File: src/rtl/motor_cmd_pkg.sv
// Shared constants, FSM state type and word builder for the
// motor-command SPI master (MOTOR_CMD_ACK_CHECK_EN adds ack word).
package motor_cmd_pkg;

  localparam logic [2:0] OPC_SELECT = 3'd0;
  localparam logic [2:0] OPC_DIR    = 3'd1;
  localparam logic [2:0] OPC_DIV    = 3'd2;
  localparam logic [2:0] OPC_ENA    = 3'd3;
  localparam logic [2:0] OPC_GETHI  = 3'd4;

  localparam logic [2:0] OP_SET_DIR   = 3'd0;
  localparam logic [2:0] OP_SET_DIV   = 3'd1;
  localparam logic [2:0] OP_SET_ENA   = 3'd2;
  localparam logic [2:0] OP_RESET_POS = 3'd3;
  localparam logic [2:0] OP_READ_POS  = 3'd4;

  localparam logic [15:0] ACK_WORD    = 16'h4F4B;
  localparam logic [3:0]  MOTOR_COUNT = 4'd10;

  typedef enum logic [2:0] {
    ST_IDLE,
    ST_LOAD,
    ST_SHIFT,
    ST_GAP,
    ST_DONE
  } state_t;

  // Word idx of the sequence for a latched command.
  function automatic logic [15:0] cmd_word(
    input logic [2:0]  op,
    input logic [3:0]  motor,
    input logic [12:0] arg,
    input logic [1:0]  idx
  );
    logic [15:0] w;
    w = {OPC_GETHI, 13'd0};
    if (idx == 2'd0) begin
      w = {OPC_SELECT, 8'd0,
           (op == OP_RESET_POS), motor};
    end else if (idx == 2'd1) begin
      case (op)
        OP_SET_DIR:   w = {OPC_DIR, 12'd0, arg[0]};
        OP_SET_DIV:   w = {OPC_DIV, arg};
        OP_SET_ENA:   w = {OPC_ENA, 12'd0, arg[0]};
        OP_RESET_POS: w = {OPC_SELECT, 9'd0, motor};
        default:      w = {OPC_GETHI, 13'd0};
      endcase
    end
    return w;
  endfunction

endpackage

File: src/rtl/motor_cmd_spi_master_shifter.sv
// 16-bit SPI mode-0 word shifter: SSEL/SCK timing,
// MSB-first MOSI, synchronised MISO capture, done pulse.
module spi_word_shifter #(
  parameter int CLK_DIV = 4
) (
  input  logic        CLK,
  input  logic        reset_n,
  input  logic        start,
  input  logic [15:0] tx_word,
  input  logic        MISO,
  output logic        SCK,
  output logic        MOSI,
  output logic        SSEL,
  output logic        done,
  output logic [15:0] rx_word
);

  localparam logic [7:0] DIV_LAST = 8'(CLK_DIV - 1);

  logic        active;
  logic [7:0]  div_cnt;
  logic [5:0]  half;
  logic [15:0] tx_sr;
  logic [1:0]  miso_sync;

  // Two-flop synchroniser on the asynchronous MISO line.
  always_ff @(posedge CLK or negedge reset_n) begin
    if (!reset_n) miso_sync <= 2'b00;
    else          miso_sync <= {miso_sync[0], MISO};
  end

  // Half 0 is setup; even halves end in a rise,
  // odd halves in a fall; half 32 is the trailing hold.
  always_ff @(posedge CLK or negedge reset_n) begin
    if (!reset_n) begin
      active  <= 1'b0;
      div_cnt <= 8'd0;
      half    <= 6'd0;
      tx_sr   <= 16'd0;
      rx_word <= 16'd0;
      SCK     <= 1'b0;
      MOSI    <= 1'b0;
      SSEL    <= 1'b1;
      done    <= 1'b0;
    end else begin
      done <= 1'b0;
      if (start && !active) begin
        active  <= 1'b1;
        div_cnt <= 8'd0;
        half    <= 6'd0;
        tx_sr   <= tx_word;
        MOSI    <= tx_word[15];
        SSEL    <= 1'b0;
        SCK     <= 1'b0;
      end else if (active) begin
        if (div_cnt == DIV_LAST) begin
          div_cnt <= 8'd0;
          half    <= half + 6'd1;
          if (half == 6'd32) begin
            active <= 1'b0;
            SSEL   <= 1'b1;
            done   <= 1'b1;
          end else if (!half[0]) begin
            SCK     <= 1'b1;
            rx_word <= {rx_word[14:0], miso_sync[1]};
          end else begin
            SCK   <= 1'b0;
            tx_sr <= {tx_sr[14:0], 1'b0};
            MOSI  <= tx_sr[14];
          end
        end else begin
          div_cnt <= div_cnt + 8'd1;
        end
      end
    end
  end

endmodule

File: src/rtl/motor_cmd_spi_master.sv
// Motor-command SPI master: expands one command into SPI words.
// MOTOR_CMD_ACK_CHECK_EN appends an ack-checked GETHI to writes.
module motor_cmd_spi_master #(
  parameter int CLK_DIV    = 4,
  parameter int GAP_CYCLES = 8
) (
  input  logic        CLK,
  input  logic        reset_n,
  input  logic        cmd_valid,
  output logic        cmd_ready,
  input  logic [2:0]  cmd_op,
  input  logic [3:0]  cmd_motor,
  input  logic [12:0] cmd_arg,
  output logic        rsp_valid,
  output logic [31:0] rsp_pos,
  output logic        rsp_err,
  output logic        busy,
  output logic        SCK,
  output logic        MOSI,
  input  logic        MISO,
  output logic        SSEL
);

  import motor_cmd_pkg::*;

`ifdef MOTOR_CMD_ACK_CHECK_EN
  localparam logic [1:0] WR_LAST = 2'd2;
`else
  localparam logic [1:0] WR_LAST = 2'd1;
`endif

  // Inner gaps exit one cycle early so LOAD fits in the gap;
  // the final gap runs the full length before DONE.
  localparam logic [7:0] GAP_MID  = 8'(GAP_CYCLES - 3);
  localparam logic [7:0] GAP_LAST = 8'(GAP_CYCLES - 2);

  state_t      state, state_nxt;
  logic [2:0]  op_q;
  logic [3:0]  motor_q;
  logic [12:0] arg_q;
  logic        err_q;
  logic        ack_bad;
  logic [1:0]  idx_q;
  logic [1:0]  last_q;
  logic [7:0]  gap_cnt;
  logic [15:0] pos_lo;
  logic [15:0] pos_hi;
  logic        accept;
  logic        is_last;
  logic        sh_start;
  logic        sh_done;
  logic [15:0] sh_rx;
  logic [15:0] word;
  logic        gap_load;
  logic        cap;
  logic        idx_inc;

  assign cmd_ready = (state == ST_IDLE) && !rsp_valid;
  assign busy      = (state != ST_IDLE);
  assign accept    = cmd_valid && cmd_ready;
  assign is_last   = (idx_q == last_q);
  assign word      = cmd_word(op_q, motor_q, arg_q, idx_q);

  spi_word_shifter #(
    .CLK_DIV (CLK_DIV)
  ) u_shift (
    .CLK     (CLK),
    .reset_n (reset_n),
    .start   (sh_start),
    .tx_word (word),
    .MISO    (MISO),
    .SCK     (SCK),
    .MOSI    (MOSI),
    .SSEL    (SSEL),
    .done    (sh_done),
    .rx_word (sh_rx)
  );

  // FSM state register.
  always_ff @(posedge CLK or negedge reset_n) begin
    if (!reset_n) state <= ST_IDLE;
    else          state <= state_nxt;
  end

  // Next state and per-cycle control strobes.
  always_comb begin
    state_nxt = state;
    sh_start  = 1'b0;
    gap_load  = 1'b0;
    cap       = 1'b0;
    idx_inc   = 1'b0;
    unique case (state)
      ST_IDLE: begin
        if (accept) state_nxt = ST_LOAD;
      end
      ST_LOAD: begin
        if (err_q) begin
          state_nxt = ST_DONE;
        end else begin
          sh_start  = 1'b1;
          state_nxt = ST_SHIFT;
        end
      end
      ST_SHIFT: begin
        if (sh_done) begin
          gap_load  = 1'b1;
          cap       = 1'b1;
          state_nxt = ST_GAP;
        end
      end
      ST_GAP: begin
        if (gap_cnt == 8'd0) begin
          if (is_last) begin
            state_nxt = ST_DONE;
          end else begin
            idx_inc   = 1'b1;
            state_nxt = ST_LOAD;
          end
        end
      end
      ST_DONE: state_nxt = ST_IDLE;
      default: state_nxt = ST_IDLE;
    endcase
  end

  // Command latch, word counter, gap timer, reply capture.
  always_ff @(posedge CLK or negedge reset_n) begin
    if (!reset_n) begin
      op_q    <= 3'd0;
      motor_q <= 4'd0;
      arg_q   <= 13'd0;
      err_q   <= 1'b0;
      ack_bad <= 1'b0;
      idx_q   <= 2'd0;
      last_q  <= 2'd0;
      gap_cnt <= 8'd0;
      pos_lo  <= 16'd0;
      pos_hi  <= 16'd0;
    end else begin
      if (accept) begin
        op_q    <= cmd_op;
        motor_q <= cmd_motor;
        arg_q   <= cmd_arg;
        err_q   <= (cmd_op > OP_READ_POS) ||
                   (cmd_motor >= MOTOR_COUNT);
        ack_bad <= 1'b0;
        idx_q   <= 2'd0;
        unique case (1'b1)
          (cmd_op == OP_READ_POS):  last_q <= 2'd2;
          (cmd_op == OP_RESET_POS): last_q <= 2'd1;
          default:                  last_q <= WR_LAST;
        endcase
      end
      if (idx_inc) idx_q <= idx_q + 2'd1;
      if (gap_load) begin
        gap_cnt <= is_last ? GAP_LAST : GAP_MID;
      end else if (state == ST_GAP && gap_cnt != 8'd0) begin
        gap_cnt <= gap_cnt - 8'd1;
      end
      if (cap && op_q == OP_READ_POS) begin
        if (idx_q == 2'd1) pos_lo <= sh_rx;
        if (idx_q == 2'd2) pos_hi <= sh_rx;
      end
`ifdef MOTOR_CMD_ACK_CHECK_EN
      if (cap && idx_q == 2'd2 && op_q != OP_READ_POS &&
          sh_rx != ACK_WORD) begin
        ack_bad <= 1'b1;
      end
`endif
    end
  end

  // Response pulse and position hand-off.
  always_ff @(posedge CLK or negedge reset_n) begin
    if (!reset_n) begin
      rsp_valid <= 1'b0;
      rsp_err   <= 1'b0;
      rsp_pos   <= 32'd0;
    end else begin
      rsp_valid <= (state == ST_DONE);
      rsp_err   <= (state == ST_DONE) && (err_q || ack_bad);
      if (state == ST_DONE && !err_q &&
          op_q == OP_READ_POS) begin
        rsp_pos <= {pos_hi, pos_lo};
      end
    end
  end

endmodule

File: config.mk
export PLATFORM = sky130hd
export DESIGN_NAME = motor_cmd_spi_master
export DESIGN_NICKNAME = d
export VERILOG_FILES = /design/src/rtl/motor_cmd_pkg.sv /design/src/rtl/motor_cmd_spi_master_shifter.sv /design/src/rtl/motor_cmd_spi_master.sv
export SDC_FILE = /design/constraint.sdc
export NUM_CORES = 1
export LEC_CHECK = 0
export CAP_MARGIN = 20
export CORE_MARGIN = 2
export CORE_UTILIZATION = 50
export CTS_BUF_LIST = sky130_fd_sc_hd__clkbuf_8
export CTS_CLUSTER_SIZE = 12
export DETAILED_ROUTE_END_ITERATION = 10
export HOLD_SLACK_MARGIN = 0.06
export PLACE_DENSITY = 0.71
export SLEW_MARGIN = 40
export SYNTH_ARGS = -nofsm -noshare
export SYNTH_HDL_FRONTEND = slang
export SYNTH_SLANG_ARGS = --single-unit
File: constraint.sdc
create_clock -name CLK -period 2.8 [get_ports CLK]
set_input_delay 0.56 -clock CLK [delete_from_list [all_inputs] [get_ports CLK]]
set_output_delay 0.56 -clock CLK [all_outputs]
set_load 0.03 [all_outputs]
* After elaboration in Yosys (flattened, before gate mapping) *
Index checks and enable logic that the tools add are counted.

cells by class
  $add $sub $neg = 4
  magnitude comparators = 2
  equality and inequality tests = 18
  muxes and demuxes = 55
  bitwise gates (word level) = 3
  reductions and logical operators = 32

operators with widths
  operator                                                                number
  15-bit two-way mux                                                      5
  16-bit one-hot mux with 4 select lines                                  1
  8-bit two-way mux                                                       5
  16-bit two-way mux                                                      2
  1-bit two-way mux                                                       29
  6-bit two-way mux                                                       3
  3-bit two-way mux                                                       5
  3-bit by 2-bit equality test with 1-bit output (second input constant)  4
  3-bit one-hot mux with 4 select lines                                   1
  2-bit nonzero test                                                      6
  3-bit equality test (second input constant)                             3
  3-bit AND reduction                                                     3
  8-bit by 1-bit adder with 8-bit output (second input constant)          1
  8-bit by 2-bit equality test with 1-bit output (second input constant)  1
  1-bit logical AND                                                       8
  8-bit logical NOT                                                       1
  2-bit two-way mux                                                       4
  8-bit nonzero test                                                      1
  8-bit by 1-bit subtractor with 8-bit output (second input constant)     1
  6-bit by 1-bit adder with 6-bit output (second input constant)          1
  3-bit by 1-bit equality test with 1-bit output (second input constant)  2
  6-bit equality test (second input constant)                             1
  3-bit logical NOT                                                       2
  2-bit AND reduction                                                     3
  other kinds (15)                                                        21

word-level totals
  register bits after elaboration = 154
  output and inout bits = 39
  logic and storage cells = 137

* Longest topological paths before layout *
Gate-level depths: netlist of run 1.

  depth in word-level cells = 5
  gate-level depth with buffers = 8
  gate-level depth less buffers = 6

* By module *
From an unflattened synthesis of run 1, not the netlist that was laid out.

second synthesis, totals
  cells, all modules = 574
  area, all modules = 6861.6 um^2

modules (own cells, without submodules)
  module                instances  cells an instance  area an instance (um^2)  sequential area each (um^2)
  motor_cmd_spi_master  1          356                4408.0                   2552.4
  spi_word_shifter      1          218                2453.6                   1302.5

* Worst setup path before layout of run 1 *
Ideal clock, no wire load.

  path type = register to register
  start = register u_shift.half[0]
  end = register u_shift.rx_word[10]
  library setup time = 125 ps
  data arrival time = 1938 ps
  data required time = 2675 ps
  setup slack = 738 ps
  cell stages (with the launch flop) = 8
  buffers on the path = 2
  clock period less this slack = 2062 ps
  cell sequence = dfrtp_1 > inv_1 > clkbuf_1 > ha_1 > and3_1 > nor3_4 > buf_6 > mux2_2

on the way
  cells in the longest elaborated chain, start to end = 3
  elaborated cells on any way between the ends = 4
  those cells by class = eq/ne (1); bitwise (2); reduce/logical (1)

RTL lines
  element                          RTL line                            text
  start, declared                  motor_cmd_spi_master_shifter.sv:22  logic [5:0] half;
  start signal, assigned           motor_cmd_spi_master_shifter.sv:58  half <= half + 6'd1;
  6-bit equality test              motor_cmd_spi_master_shifter.sv:59  if (half == 6'd32) begin
  1-bit NOT (no line)              -
  5-bit AND reduction (no line) *  -
  end signal, assigned             motor_cmd_spi_master_shifter.sv:65  rx_word <= {rx_word[14:0], miso_sync[1]};
  end, declared                    motor_cmd_spi_master_shifter.sv:15  output logic [15:0] rx_word

Every way passes the cells marked *; elsewhere a longest branch is shown, timed or not.
A chain may end at the register's enable or synchronous reset.

* Worst setup path in the final report of run 1 *
  start = register state[1]
  end = output cmd_ready

on the way
  cells in the longest elaborated chain, start to end = 2

RTL lines
  element                 RTL line                    text
  start, declared         motor_cmd_spi_master.sv:37  state_t state, state_nxt;
  start signal, assigned  motor_cmd_spi_master.sv:82  else state <= state_nxt;
  3-bit logical NOT       motor_cmd_spi_master.sv:58  assign cmd_ready = (state == ST_IDLE) && !rsp_valid;
  1-bit logical AND       motor_cmd_spi_master.sv:58
  end, declared           motor_cmd_spi_master.sv:10  output logic cmd_ready,

Every way passes these cells.

==> results of run 1 <==
-- power by group through the flow --
stage | combinational [uW] | clock, uW | sequential, uW
2_1_floorplan | 5.21 | 0 | 2280
3_3_place_gp | 89.5 | 0 | 2280
3_5_place_dp | 92.5 | 0 | 2280
4_1_cts | 92.6 | 1810 | 2230
5_1_grt | 101 | 1900 | 2230
6_report | 88.1 | 1760 | 2230
-- logic make-up after synthesis --
logic type               count (synthesis)  synth area share, %
XOR/XNOR                                10                 1.29
AO/OA/AOI/OAI                           76                 8.15
adder cells (fa/ha/maj)                  8                 1.47
flip-flops                             154                 56.7
buffers and inverters                   41                 3.03
multiplexers                           107                 18.7
AND/OR/NAND/NOR                        113                 10.7
-- registers in the layout, summed over array words and instances, names as in the netlist, 2 cells and up --
register,cells
op_q,3
motor_q,4
last_q,2
u_shift.rx_word,16
gap_cnt,8
pos_hi,16
u_shift.miso_sync,2
u_shift.tx_sr,15
u_shift.half,6
arg_q,13
state,3
u_shift.div_cnt,8
idx_q,2
pos_lo,16
rsp_pos,32
-- metal layers --
layer	global-route usage, %	vias up	wire [um]
met5	0	-	0
met4	8.43	0	261
met3	4.76	20	458
met2	30.3	86	6450
met1	25.4	2124	5740
li1	-	2001	-
-- worst max-delay path, cell delays in order, from the launching register on --
cell and delay (ns):
dfrtp_1 0.52, inv_1 0.23, nand2_1 0.10, nor2_1 0.10, clkdlybuf4s50_1 0.67
-- cell usage after synthesis, types with 5 or more instances --
library cell  number
xor2_1            10
mux2_2            81
mux2i_1            6
ha_1               8
nor3_1             6
dfrtp_1          153
inv_1             15
or4_1              5
nor2_1            17
o311a_1            7
mux2_4            20
o21ai_0           13
a221o_1            7
nand2_1           23
a31oi_1            7
nand4_1            8
a21oi_1            9
nand3_1            9
buf_2              8
clkbuf_1          10
-- area by class of cell --
cell class	count	area share, %
inverters	15	0.703
multi-input cells	314	34.3
flip-flops and latches	154	48.1
clock inverters	15	2.30
repair buffers	71	8.92
well taps	176	2.75
clock buffers	17	2.92
-- how the worst min path moves through the flow --
stage,cells after the start,slack [ns],to
floorplan,0,0.26,arg_q[0]
global placement,0,0.34,u_shift.miso_sync[1]
detailed placement,0,0.36,u_shift.miso_sync[1]
CTS,1,0.12,gap_cnt[5]
global route,1,0.15,gap_cnt[7]
finish,1,0.12,gap_cnt[5]
-- per-stage QoR --
stage               area [um2]  util (%)
finish                    8010      60.5
CTS                       8010      60.5
floorplan                 6800         -
global route              8010      60.5
global placement          7590      57.3
detailed placement        7590      57.3
==> reports/metrics.csv, run 1 <==
stage,metric,value,unit
run_status,outcome,completed,
clock_network,maximum buffer depth of the clock tree,2,
clock_network,CTS Buf Count,17,
power_and_ir_drop,logic gate share of total power,2.2,%
clock_network,"Gates resized, CTS repair",0,
detailed_routing,DRT Wirelength,12900,um
critical_path,Worst Setup End Kind,primary output,
detailed_routing,iteration count of the initial detailed-routing pass,5,
layout,Multi-input gate area,2740,um2
floorplanning,Chip Width,121,um
synthesis,Async SR Flop Fraction,100,%
clock_network,Post CTS Setup Buffer Count,0,
sta,final setup fails,0,
synthesis,sequential-to-total area share from yosys stat,56.7,%
power_and_ir_drop,P per Cell Area,510,nW/um2
synthesis,Synth Register Bits,154,
synthesis,top cell type's share of synthesized area,56.3,%
detailed_routing,vias per cell,5.55,
sta,count of pins over their slew limit,0,
sta,RSZ-0062 raised after global routing,no,
critical_path,CP Launch Type,register,
hold_path,Hold Crit Class,input port to asynchronous set/reset pin,
placement,IO buf count,62,
detailed_routing,post-route ant nets,0,
layout,most frequent cells in the layout,"153 x dfrtp_1, 81 x mux2_2, 61 x clkdlybuf4s50_1, 23 x nand2_1, 20 x mux2_4",
layout,register area,3850,um2
global_route,first-pass GRT wire length,21700,um
power_and_ir_drop,Leakage,0.00385,uW
floorplanning,num ports,63,
critical_path,WP data arrival,2.08,ns
detailed_routing,via count,4231,
critical_path,Reg2Reg Setup Slack,0.58,ns
clock_network,CTS Sinks,154,
placement,hpwl dp,8770,um
sta,worst hold margin,0.115,ns
clock_network,TritonCTS clock tree,built,
global_route,initial antenna violation count,0,
layout,share of cells above drive strength 1,27.0,%
power_and_ir_drop,Peak VDD IR,0.259,mV
clock_network,"CTS clk-pin slew, worst paths",0.08,ns
sta,Slew headroom,56.9,%
synthesis,Mean Syn Cell Area,13.4,um2
layout,Nets,605,
power_and_ir_drop,clock power share,43.2,%
sta,Final Critical Period,2.64,ns
run,max-cap viol count,0,
sta,Setup Skew,0.00801,ns
detailed_routing,detailed-route DRC error count,0,
layout,"commonest non-fill, non-tap cell in the layout",dfrtp_1,
synthesis,top_reg_cell synth,dfrtp_1,
global_route,vias in the first global route,4273,
layout,ANT cells,0,
sta,Least-Margin Pin Slew,0.647,ns
floorplanning,Vert. Die Dim,121,um
clock_network,later-pin clock latency in the skew report,0.45,ns
clock_network,Root Driver,clkbuf_8,
synthesis,Yosys cell types,66,
synthesis,"EDFF count, synth",0,
clock_network,H-tree levels,4,
synthesis,Syn Std Cell Area,6800,um2
synthesis,Ys Warns,0,
synthesis,post-synth top area cell,dfrtp_1,
floorplanning,DIE AREA,14600,um2
power_and_ir_drop,Total Power Consumption,4080,uW
floorplanning,Initial Util,51.4,%
placement,gpl congestion,0.818,
global_route,total track usage,19.2,%
sta,setup TNS,0,ns
synthesis,synth top area cells,"dfrtp_1 56%, mux2_2 13%, mux2_4 4.4%, ha_1 1.5%, xor2_1 1.3%",
critical_path,worst setup path endpoint,cmd_ready,
synthesis,syn_nets,541,
sta,period utilization,94.3,%
power_and_ir_drop,sequential share of power,54.7,%
global_route,total grt overflow,0,
sta,Worst Slack Setup Final,0.159,ns
critical_path,R2R cell count,6,
layout,synth-to-layout area growth,17.7,%
global_route,largest net degree at the start of global routing,69,
critical_path,Worst R2R End,u_shift.tx_sr[9],
layout,fin cells,762,
placement,Post-Place Cells,730,
floorplanning,Row Count,42,
detailed_routing,wire per inst,16.9,um
clock_network,hold buffer count at cts,0,
critical_path,RR Startpoint,u_shift.div_cnt[0],
placement,post-place setup slack,0.597,ns
synthesis,synthesized instance count,509,
critical_path,Critical path origin,state[1],
layout,fillcell total,1077,
critical_path,worst path required time,2.24,ns
detailed_routing,drt initial violations,228,
critical_path,CP Max Fanout,11,
floorplanning,core area,13200,um2
sta,Fmax,0.379,GHz
power_and_ir_drop,Sw Ratio,21.1,%
sta,endpoints failing hold,0,
power_and_ir_drop,Net Switching,862,uW
critical_path,Setup CP Type,register to primary output,
power_and_ir_drop,internal power,3220,uW
Note: power is estimated with default switching activity, not from simulation.
==> inputs of run 2 (changes only) <==
- CORE_UTILIZATION: 50 -> 55
- PLACE_DENSITY: 0.71 -> 0.77
==> reports/metrics.csv, run 2 (synthesized netlist as in run 1, its figures left out) <==
stage,metric,value,unit
run_status,outcome,completed,
power_and_ir_drop,Net Switching,899,uW
detailed_routing,iteration count of the initial detailed-routing pass,4,
clock_network,TritonCTS clock tree,built,
detailed_routing,routed wl met3,542,um
sta,Least-Margin Pin Slew,0.596,ns
layout,synth-to-layout area growth,17.2,%
power_and_ir_drop,Sw Ratio,22.6,%
clock_network,H-tree levels,4,
sta,final setup fails,0,
floorplanning,DIE AREA,13300,um2
layout,share of cells above drive strength 1,27.4,%
global_route,vias in the first global route,4393,
floorplanning,Row Count,40,
sta,Final Critical Period,2.62,ns
sta,RSZ-0062 raised after global routing,no,
critical_path,Worst Setup End Kind,primary output,
sta,Slew headroom,60.0,%
layout,Final Util,66.1,%
sta,worst hold margin,0.361,ns
floorplanning,Chip Width,115,um
clock_network,"CTS clk-pin slew, worst paths",0.08,ns
run,max-cap viol count,0,
power_and_ir_drop,clock power share,41.7,%
sta,Setup Skew,0.0113,ns
power_and_ir_drop,P per Cell Area,499,nW/um2
detailed_routing,drt initial violations,276,
detailed_routing,wire per inst,17.1,um
critical_path,CP Launch Type,register,
detailed_routing,vias per cell,5.65,
layout,fin area,7980,um2
sta,setup TNS,0,ns
layout,fin cells,756,
detailed_routing,Max Used Layer,met4,
clock_network,CTS Sinks,154,
detailed_routing,detailed-route DRC error count,0,
clock_network,"Gates resized, CTS repair",0,
floorplanning,Initial Util,56.4,%
hold_path,Hold Crit Class,register to register,
layout,Largest register FFs,32,
floorplanning,core area,12100,um2
global_route,total track usage,21.5,%
global_route,total grt overflow,0,
critical_path,WP data arrival,2.06,ns
power_and_ir_drop,logic gate share of total power,2.2,%
detailed_routing,WL met2,6390,um
global_route,first-pass GRT wire length,22000,um
layout,"commonest non-fill, non-tap cell in the layout",dfrtp_1,
placement,placed cell area,7570,um2
layout,ANT cells,0,
sta,Fmax,0.381,GHz
global_route,largest net degree at the start of global routing,79,
layout,Nets,607,
critical_path,Setup CP Type,register to primary output,
layout,register area,3850,um2
layout,most frequent cells in the layout,"153 x dfrtp_1, 81 x mux2_2, 61 x clkdlybuf4s50_1, 23 x nand2_1, 20 x mux2_4",
critical_path,CP Max Fanout,11,
power_and_ir_drop,Leakage,0.00384,uW
placement,hpwl dp,8870,um
power_and_ir_drop,sequential share of power,56.1,%
critical_path,worst path required time,2.24,ns
layout,Multi-input gate area,2740,um2
clock_network,CTS Buf Count,17,
sta,period utilization,93.6,%
power_and_ir_drop,internal power,3080,uW
floorplanning,num ports,63,
clock_network,Root Driver,clkbuf_8,
placement,IO buf count,62,
clock_network,later-pin clock latency in the skew report,0.47,ns
clock_network,maximum buffer depth of the clock tree,2,
layout,Biggest register,rsp_pos,
floorplanning,Vert. Die Dim,115,um
placement,gpl congestion,0.882,
global_route,initial antenna violation count,0,
detailed_routing,post-route ant nets,0,
sta,endpoints failing hold,0,
power_and_ir_drop,Peak VDD IR,0.339,mV
placement,Post-Place Cells,723,
sta,count of pins over their slew limit,0,
detailed_routing,via count,4272,
detailed_routing,metal1 wirelength,5800,um
detailed_routing,DRT Wirelength,13000,um
layout,fillcell total,899,
-- run 2: changes by cell type in the layout (fill, tap and decap cells not counted) --
cell / before / now
inv_6: 1 / 3
buf_12: 2 / 1
bufinv_16: 4 / 2
inv_1: 18 / 16
clkinv_2: 4 / 3
clkbuf_8: 17 / 18
clkinv_4: 1 / 2
buf_4: 7 / 9
clkinvlp_4: 2 / 3
dlygate4sd3_1: 0 / 1
-- run 2: power groups by stage --
stage | Combinational [uW] | Clock (uW) | Sequential, uW
final | 87.3 | 1660 | 2230
after global routing | 99.3 | 1790 | 2230
after CTS | 91.1 | 1700 | 2230
after detailed placement | 89.5 | 0 | 2280
after global placement | 87.5 | 0 | 2280
after floorplan | 5.21 | 0 | 2280
-- run 2: path summary, 6_finish.rpt --
check / from / end / slack, ns / cells past startpoint
max: state[1] / cmd_ready / 0.18 / 4
min: u_shift.miso_sync[0] / u_shift.miso_sync[1] / 0.36 / 0
max reg2reg: u_shift.div_cnt[0] / u_shift.tx_sr[8] / 0.56 / 6
min reg2reg: u_shift.miso_sync[0] / u_shift.miso_sync[1] / 0.36 / 0
max in group asynchronous: reset_n / rsp_pos[19] / 1.41 / 3
min in group asynchronous: reset_n / gap_cnt[5] / 0.61 / 2
-- run 2: what timing repair did --
item	CTS	global route
setup buffers	0	0
hold buffers	1	0
endpoints found under the hold margin	50	0
-- run 2: critical path, stage by stage, from the launching register on --
cell and delay (ns):
dfrtp_1 0.52, inv_1 0.22, nand2_1 0.10, nor2_1 0.09
clkdlybuf4s50_1 0.68
-- run 2: layout make-up --
| cell class | instances | share of cell area (%) |
|---|---|---|
| sequential | 154 | 48.3 |
| multi-input combinational | 314 | 34.4 |
| timing repair buffer | 73 | 9.02 |
| clock buffer | 18 | 3.11 |
| tap | 168 | 2.64 |
| clock inverter | 14 | 1.82 |
| inverter | 15 | 0.706 |
-- run 2: through the flow --
stage	power, uW	setup slack [ns]
after floorplan	2280	0.738
after global placement	2360	0.720
after detailed placement	2370	0.628
after CTS	4020	0.153
after global routing	4130	0.0684
final	3980	0.179
-- run 2: per-layer routing --
metal	track usage (%)	up-vias
met5	0	-
met4	8.67	0
met3	5.48	18
met2	33.8	92
met1	28.9	2160
li1	-	2002
==> inputs of run 3 (changes only) <==
- TNS_END_PERCENT: default -> 5
==> results of run 3 <==
Same layout as run 2: the final DEF is identical, and so are final timing and power.
